[src/rtl/fpalu_sequencer_if.sv]
// Issue/result bundle between the main control unit, the sequencer and the FP ALU.
interface fpalu_sequencer_if;
  logic        iStart;
  logic [3:0]  iOp;
  logic [31:0] iA;
  logic [31:0] iB;
  logic        iFlush;
  logic [31:0] iALUResult;
  logic [3:0]  oALUOp;
  logic [31:0] oALUA;
  logic [31:0] oALUB;
  logic [31:0] oResult;
  logic        oCondFlag;
  logic        oBusy;
  logic        oDone;
  logic        oIllegal;

  // Control unit / FP ALU side.
  modport master (
    output iStart, iOp, iA, iB, iFlush, iALUResult,
    input  oALUOp, oALUA, oALUB, oResult, oCondFlag, oBusy, oDone, oIllegal
  );

  // Sequencer side.
  modport slave (
    input  iStart, iOp, iA, iB, iFlush, iALUResult,
    output oALUOp, oALUA, oALUB, oResult, oCondFlag, oBusy, oDone, oIllegal
  );
endinterface

[src/rtl/fpalu_sequencer.sv]
// Multicycle sequencer for the FP ALU: latches op/operands, holds them for the
// op latency, captures the result or compare flag, then pulses done.
module fpalu_sequencer #(
  parameter int unsigned LAT_ADD    = 4,
  parameter int unsigned LAT_MUL    = 5,
  parameter int unsigned LAT_DIV    = 12,
  parameter int unsigned LAT_SQRT   = 16,
  parameter int unsigned LAT_CVT    = 3,
  parameter int unsigned LAT_SIMPLE = 1
) (
  input logic               iCLK,
  input logic               iRST,
  fpalu_sequencer_if.slave  bus
);

  localparam logic [3:0] OpAdd   = 4'h1;
  localparam logic [3:0] OpSub   = 4'h2;
  localparam logic [3:0] OpMul   = 4'h3;
  localparam logic [3:0] OpDiv   = 4'h4;
  localparam logic [3:0] OpSqrt  = 4'h5;
  localparam logic [3:0] OpAbs   = 4'h6;
  localparam logic [3:0] OpNeg   = 4'h7;
  localparam logic [3:0] OpCeq   = 4'h8;
  localparam logic [3:0] OpClt   = 4'h9;
  localparam logic [3:0] OpCle   = 4'hA;
  localparam logic [3:0] OpCvtsw = 4'hB;
  localparam logic [3:0] OpCvtws = 4'hC;

  typedef enum logic [1:0] {StIdle, StRun, StDone} state_e;

  // Counter preload is latency-1; a latency of 0 behaves like 1.
  function automatic logic [4:0] lat_m1(input int unsigned lat);
    if (lat <= 1) return 5'd0;
    return 5'(lat - 1);
  endfunction

  localparam logic [4:0] CntAdd    = lat_m1(LAT_ADD);
  localparam logic [4:0] CntMul    = lat_m1(LAT_MUL);
  localparam logic [4:0] CntDiv    = lat_m1(LAT_DIV);
  localparam logic [4:0] CntSqrt   = lat_m1(LAT_SQRT);
  localparam logic [4:0] CntCvt    = lat_m1(LAT_CVT);
  localparam logic [4:0] CntSimple = lat_m1(LAT_SIMPLE);

  state_e      state_q;
  logic [4:0]  cnt_q;
  logic [3:0]  op_q;
  logic [31:0] a_q;
  logic [31:0] b_q;
  logic [31:0] result_q;
  logic        cond_q;
  logic        busy_q;
  logic        done_q;
  logic        illegal_q;

  logic        start_legal;
  logic [4:0]  start_cnt;
  logic        run_is_cmp;

  // Decode the incoming op: legality and counter preload.
  always_comb begin
    start_legal = 1'b1;
    start_cnt   = 5'd0;
    unique case (bus.iOp)
      OpAdd, OpSub:                       start_cnt = CntAdd;
      OpMul:                              start_cnt = CntMul;
      OpDiv:                              start_cnt = CntDiv;
      OpSqrt:                             start_cnt = CntSqrt;
      OpCvtsw, OpCvtws:                   start_cnt = CntCvt;
      OpAbs, OpNeg, OpCeq, OpClt, OpCle:  start_cnt = CntSimple;
      default:                            start_legal = 1'b0;
    endcase
  end

  // Compares update only the condition flag, never the result register.
  always_comb begin
    run_is_cmp = (op_q == OpCeq) || (op_q == OpClt) || (op_q == OpCle);
  end

  // Sequencer FSM with all outputs registered.
  always_ff @(posedge iCLK or posedge iRST) begin
    if (iRST) begin
      state_q   <= StIdle;
      cnt_q     <= 5'd0;
      op_q      <= 4'd0;
      a_q       <= 32'd0;
      b_q       <= 32'd0;
      result_q  <= 32'd0;
      cond_q    <= 1'b0;
      busy_q    <= 1'b0;
      done_q    <= 1'b0;
      illegal_q <= 1'b0;
    end else begin
      done_q    <= 1'b0;
      illegal_q <= 1'b0;
      unique case (state_q)
        StRun: begin
          if (bus.iFlush) begin
            state_q <= StIdle;
            busy_q  <= 1'b0;
          end else if (cnt_q != 5'd0) begin
            cnt_q <= cnt_q - 5'd1;
          end else begin
            if (run_is_cmp) cond_q <= bus.iALUResult[0];
            else            result_q <= bus.iALUResult;
            state_q <= StDone;
            busy_q  <= 1'b0;
            done_q  <= 1'b1;
          end
        end
        default: begin
          // IDLE and DONE both accept a start; flush blocks it and returns to IDLE.
          if (bus.iFlush || !bus.iStart) begin
            state_q <= StIdle;
            busy_q  <= 1'b0;
          end else if (start_legal) begin
            op_q    <= bus.iOp;
            a_q     <= bus.iA;
            b_q     <= bus.iB;
            cnt_q   <= start_cnt;
            state_q <= StRun;
            busy_q  <= 1'b1;
          end else begin
            state_q   <= StDone;
            busy_q    <= 1'b0;
            done_q    <= 1'b1;
            illegal_q <= 1'b1;
          end
        end
      endcase
    end
  end

  assign bus.oALUOp    = op_q;
  assign bus.oALUA     = a_q;
  assign bus.oALUB     = b_q;
  assign bus.oResult   = result_q;
  assign bus.oCondFlag = cond_q;
  assign bus.oBusy     = busy_q;
  assign bus.oDone     = done_q;
  assign bus.oIllegal  = illegal_q;

endmodule

[src/flat_wrapper.sv]
// flat-port wrapper written by rule: the top's interface ports become plain ports
module fpalu_sequencer_flat 
#(
  parameter int unsigned LAT_ADD    = 4,
  parameter int unsigned LAT_MUL    = 5,
  parameter int unsigned LAT_DIV    = 12,
  parameter int unsigned LAT_SQRT   = 16,
  parameter int unsigned LAT_CVT    = 3,
  parameter int unsigned LAT_SIMPLE = 1
)
  (iCLK, iRST, bus_iStart, bus_iOp, bus_iA, bus_iB, bus_iFlush, bus_iALUResult, bus_oALUOp, bus_oALUA, bus_oALUB, bus_oResult, bus_oCondFlag, bus_oBusy, bus_oDone, bus_oIllegal);
  fpalu_sequencer_if bus_i ();
  input logic iCLK;
  input logic iRST;
  input wire logic [$bits(bus_i.iStart)-1:0] bus_iStart;
  input wire logic [$bits(bus_i.iOp)-1:0] bus_iOp;
  input wire logic [$bits(bus_i.iA)-1:0] bus_iA;
  input wire logic [$bits(bus_i.iB)-1:0] bus_iB;
  input wire logic [$bits(bus_i.iFlush)-1:0] bus_iFlush;
  input wire logic [$bits(bus_i.iALUResult)-1:0] bus_iALUResult;
  output wire logic [$bits(bus_i.oALUOp)-1:0] bus_oALUOp;
  output wire logic [$bits(bus_i.oALUA)-1:0] bus_oALUA;
  output wire logic [$bits(bus_i.oALUB)-1:0] bus_oALUB;
  output wire logic [$bits(bus_i.oResult)-1:0] bus_oResult;
  output wire logic [$bits(bus_i.oCondFlag)-1:0] bus_oCondFlag;
  output wire logic [$bits(bus_i.oBusy)-1:0] bus_oBusy;
  output wire logic [$bits(bus_i.oDone)-1:0] bus_oDone;
  output wire logic [$bits(bus_i.oIllegal)-1:0] bus_oIllegal;
  assign bus_i.iStart = bus_iStart;
  assign bus_i.iOp = bus_iOp;
  assign bus_i.iA = bus_iA;
  assign bus_i.iB = bus_iB;
  assign bus_i.iFlush = bus_iFlush;
  assign bus_i.iALUResult = bus_iALUResult;
  assign bus_oALUOp = bus_i.oALUOp;
  assign bus_oALUA = bus_i.oALUA;
  assign bus_oALUB = bus_i.oALUB;
  assign bus_oResult = bus_i.oResult;
  assign bus_oCondFlag = bus_i.oCondFlag;
  assign bus_oBusy = bus_i.oBusy;
  assign bus_oDone = bus_i.oDone;
  assign bus_oIllegal = bus_i.oIllegal;
  fpalu_sequencer #(.LAT_ADD(LAT_ADD), .LAT_MUL(LAT_MUL), .LAT_DIV(LAT_DIV), .LAT_SQRT(LAT_SQRT), .LAT_CVT(LAT_CVT), .LAT_SIMPLE(LAT_SIMPLE)) u_core (.iCLK(iCLK), .iRST(iRST), .bus(bus_i));
endmodule
[config.mk]
export PLATFORM = sky130hd
export DESIGN_NAME = fpalu_sequencer_flat
export DESIGN_NICKNAME = d
export VERILOG_FILES = /design/src/rtl/fpalu_sequencer_if.sv /design/src/rtl/fpalu_sequencer.sv /design/src/flat_wrapper.sv
export SDC_FILE = /design/constraint.sdc
export NUM_CORES = 1
export LEC_CHECK = 0
export CORE_MARGIN = 1
export CORE_UTILIZATION = 35
export DETAILED_ROUTE_END_ITERATION = 10
export PLACE_DENSITY = 0.7
export SYNTH_ARGS = -nofsm -noshare
export SYNTH_HDL_FRONTEND = slang
export SYNTH_SLANG_ARGS = --single-unit
[constraint.sdc]
create_clock -name iCLK -period 10.1 [get_ports iCLK]
set_input_delay 2.02 -clock iCLK [delete_from_list [all_inputs] [get_ports iCLK]]
set_output_delay 2.02 -clock iCLK [all_outputs]
set_load 0.02 [all_outputs]
==> results.sh <==
export IMPL_outcome="complete, no violations"
export IMPL_ant_nets=0
export IMPL_via_per_inst=4.64
export IMPL_period_share_pct=42.0
export IMPL_setup_slack_ns=5.86
export IMPL_routed_wl_um=10200
export IMPL_hp_start="u_core.cnt_q[4]"
export IMPL_grt_start_max_net_pins=69
export IMPL_drv_cap=0
export IMPL_tns_ns=0
export IMPL_grt_pass1_vias=3203
export IMPL_ir_worst_vdd_uv=109
export IMPL_cp_start_kind="input pin"
export IMPL_max_slew_margin_pct=28.1
export IMPL_portBuffers=207
export IMPL_firstDrtPassIters=4
export IMPL_gp_congestion=0.776
export IMPL_setup_viol=0
export IMPL_ys_types=41
export IMPL_track_usage_pct=15.9
export IMPL_drc_errors=0
export IMPL_cp_startpoint="bus_iOp[1]"
export IMPL_dieArea_um2=13200
export IMPL_start_util_pct=36.6
export IMPL_coreArea_um2=12200
export IMPL_p_per_area_nw_per_um2=248
export IMPL_cts_root_buf="clkbuf_16"
export IMPL_wire_per_inst_um=15.5
export IMPL_synth_warnings=0
export IMPL_final_seq_area_um2=2750
export IMPL_rsz0062_at_grt="no"
export IMPL_syn_area_per_cell_um2=16.0
export IMPL_maxSlewViolCount=0
export IMPL_cts_tree="built"
export IMPL_synth_net_count=384
export IMPL_yosysTopAreaCell="dfrtp_1"
export IMPL_synth_ff_type="dfrtp_1"
export IMPL_crit_required_ns=10.32
export IMPL_vias=3052
export IMPL_clock_sinks=110
export IMPL_multi_input_area_um2=1580
export IMPL_worst_pin_slew_ns=1.08
export IMPL_clk_pin_slew_ns=0.07
export IMPL_postCtsSetupBuffers=0
export IMPL_fin_skew_ns=0.00649
export IMPL_yosys_area_top_type_share_pct=61.6
export IMPL_ys_async_sr_fraction_pct=100
export IMPL_antenna_found_initial=0
export IMPL_netlist_instances=279
export IMPL_synth_area_leaders="dfrtp_1 62%, mux2_2 20%, mux2_4 6.4%, buf_12 0.90%, buf_4 0.67%"
export IMPL_p_leak_nw=2.98
export IMPL_layout_nets=590
export IMPL_area_growth_pct=56.3
export IMPL_rows=40
export IMPL_worst_path_max_fanout=68
export IMPL_ys_ff_latch=110
export IMPL_h_tree_depth=3
export IMPL_grt_ovfl_total=0
export IMPL_first_iter_violations=85
export IMPL_io_pins=208
export IMPL_synth_seq_area_share_pct=61.6
export IMPL_grt_first_pass_wirelength_um=16000
export IMPL_max_freq_mhz=236
export IMPL_dp_hpwl_um=7570
export IMPL_clock_latency_ns=0.34
export IMPL_reg2reg_from="u_core.state_q[0]"
export IMPL_clock_path_buffers=2
export IMPL_synth_edf_count=0
export IMPL_worstSetupPathType="in2reg"
export IMPL_die_h_um=115
export IMPL_hp_class="reg2reg"
export IMPL_postCtsHoldBufs=0
export IMPL_fillers=1058
export IMPL_arrival_ns=4.47
export IMPL_cts_inserted_buffers=9
export IMPL_antenna_cells=0
export IMPL_cp_end_kind="register"
export IMPL_cts_resized=0
export IMPL_finalWorstPathRequiredPeriod_ns=4.24
export IMPL_place_ws_ns=5.46
export IMPL_netlist_area_um2=4470
export IMPL_die_width_um=115
export IMPL_hold_viol_final=0
export IMPL_drive_above_1_share_pct=25.3
-- worst max-delay path, cell delays in order --
cell             delay, ns
clkdlybuf4s50_1       0.59
or4_4                 0.63
nand3b_4              0.74
mux2_2                0.42
-- layout by cell type (no fill, tap or decap), types with 2 or more instances in the layout --
cell,count
a31oi_1,4
and3_1,2
buf_4,2
bufinv_16,2
clkbuf_16,9
clkdlybuf4s50_1,207
clkinv_4,2
dfrtp_1,110
inv_1,5
mux2_2,80
mux2_4,19
mux2i_1,2
nand3b_1,3
nor2_1,5
nor3_1,4
nor4_1,2
o21a_1,2
o22ai_1,3
-- final cells by class --
class,instances,share of cell area [%]
clock buffer,10,3.42
clock inverter,6,1.34
inverter,6,0.358
multi-input combinational,149,22.6
sequential,110,39.4
tap,168,3.01
timing repair buffer,209,29.9
-- routing by layer --
metal  global-route usage [%]  routed length [µm]  vias up
met4                     6.84                 150        0
li1                         -                   -     1409
met1                     18.6                4160     1493
met3                     6.01                1050       12
met2                     26.1                4860      138
met5                        0                   0        -
-- kinds of logic after synthesis --
group                      synth area share [%]
DFF                                        61.6
buffers and inverters                      3.22
AOI/OAI and AO/OA                          3.44
xor gates and xnor gates                  0.196
adders and majority gates                 0.280
muxes                                      27.2
and+or+nand+nor                            4.00
-- final timing paths --
| kind | to | slack (ns) | cells past startpoint |
|---|---|---|---|
| max in group asynchronous | u_core.bus.oResult[30] | 6.76 | 3 |
| worst max-delay path | u_core.bus.oALUB[1] | 5.86 | 4 |
| min in group asynchronous | u_core.bus.oALUB[28] | 2.10 | 2 |
| worst min-delay path | u_core.cnt_q[4] | 0.50 | 1 |
| worst min register to register | u_core.cnt_q[4] | 0.50 | 1 |
| worst max register to register | u_core.bus.oALUA[12] | 7.57 | 4 |
-- sequential cells by signal (all words and copies together), names as in the netlist --
name / flops
u_core.cnt_q: 5
u_core.bus.oALUB: 32
u_core.bus.oIllegal: 1
u_core.bus.oALUOp: 4
u_core.bus.oDone: 1
u_core.bus.oResult: 32
u_core.bus.oALUA: 32
u_core.state_q: 2
u_core.bus.oCondFlag: 1
-- power breakdown --
part / total, W / switching, W / internal (W)
Combinational: 0.000696 / 0.000311 / 0.000385
Clock: 0.000384 / 0.000158 / 0.000226
Sequential: 0.000653 / 0.0000729 / 0.000580
-- per-stage QoR --
stage                     util, %  hold WS (ns)  std cells  cell area (µm²)  power (W)
after floorplan                 -         0.458        279             4470    0.00100
final                        57.2         0.497        658             6990    0.00173
after global placement       54.5         0.471        642             6650    0.00135
after CTS                    57.2         0.498        658             6990    0.00176
after global routing         57.2         0.517        658             6990    0.00182
after detailed placement     54.5         0.482        642             6650    0.00136
-- synth_stat cells, types with 2 or more instances --
cell type	number
nor3_1	4
dfrtp_1	110
inv_1	6
a31oi_1	4
nor4_1	2
buf_12	2
nor2_1	5
buf_4	4
nand3b_1	3
o21a_1	2
mux2_4	19
mux2_2	80
and3_1	2
buf_2	5
mux2i_1	2
o22ai_1	3
buf_6	2
No activity file was read; power rests on OpenSTA's default activity.
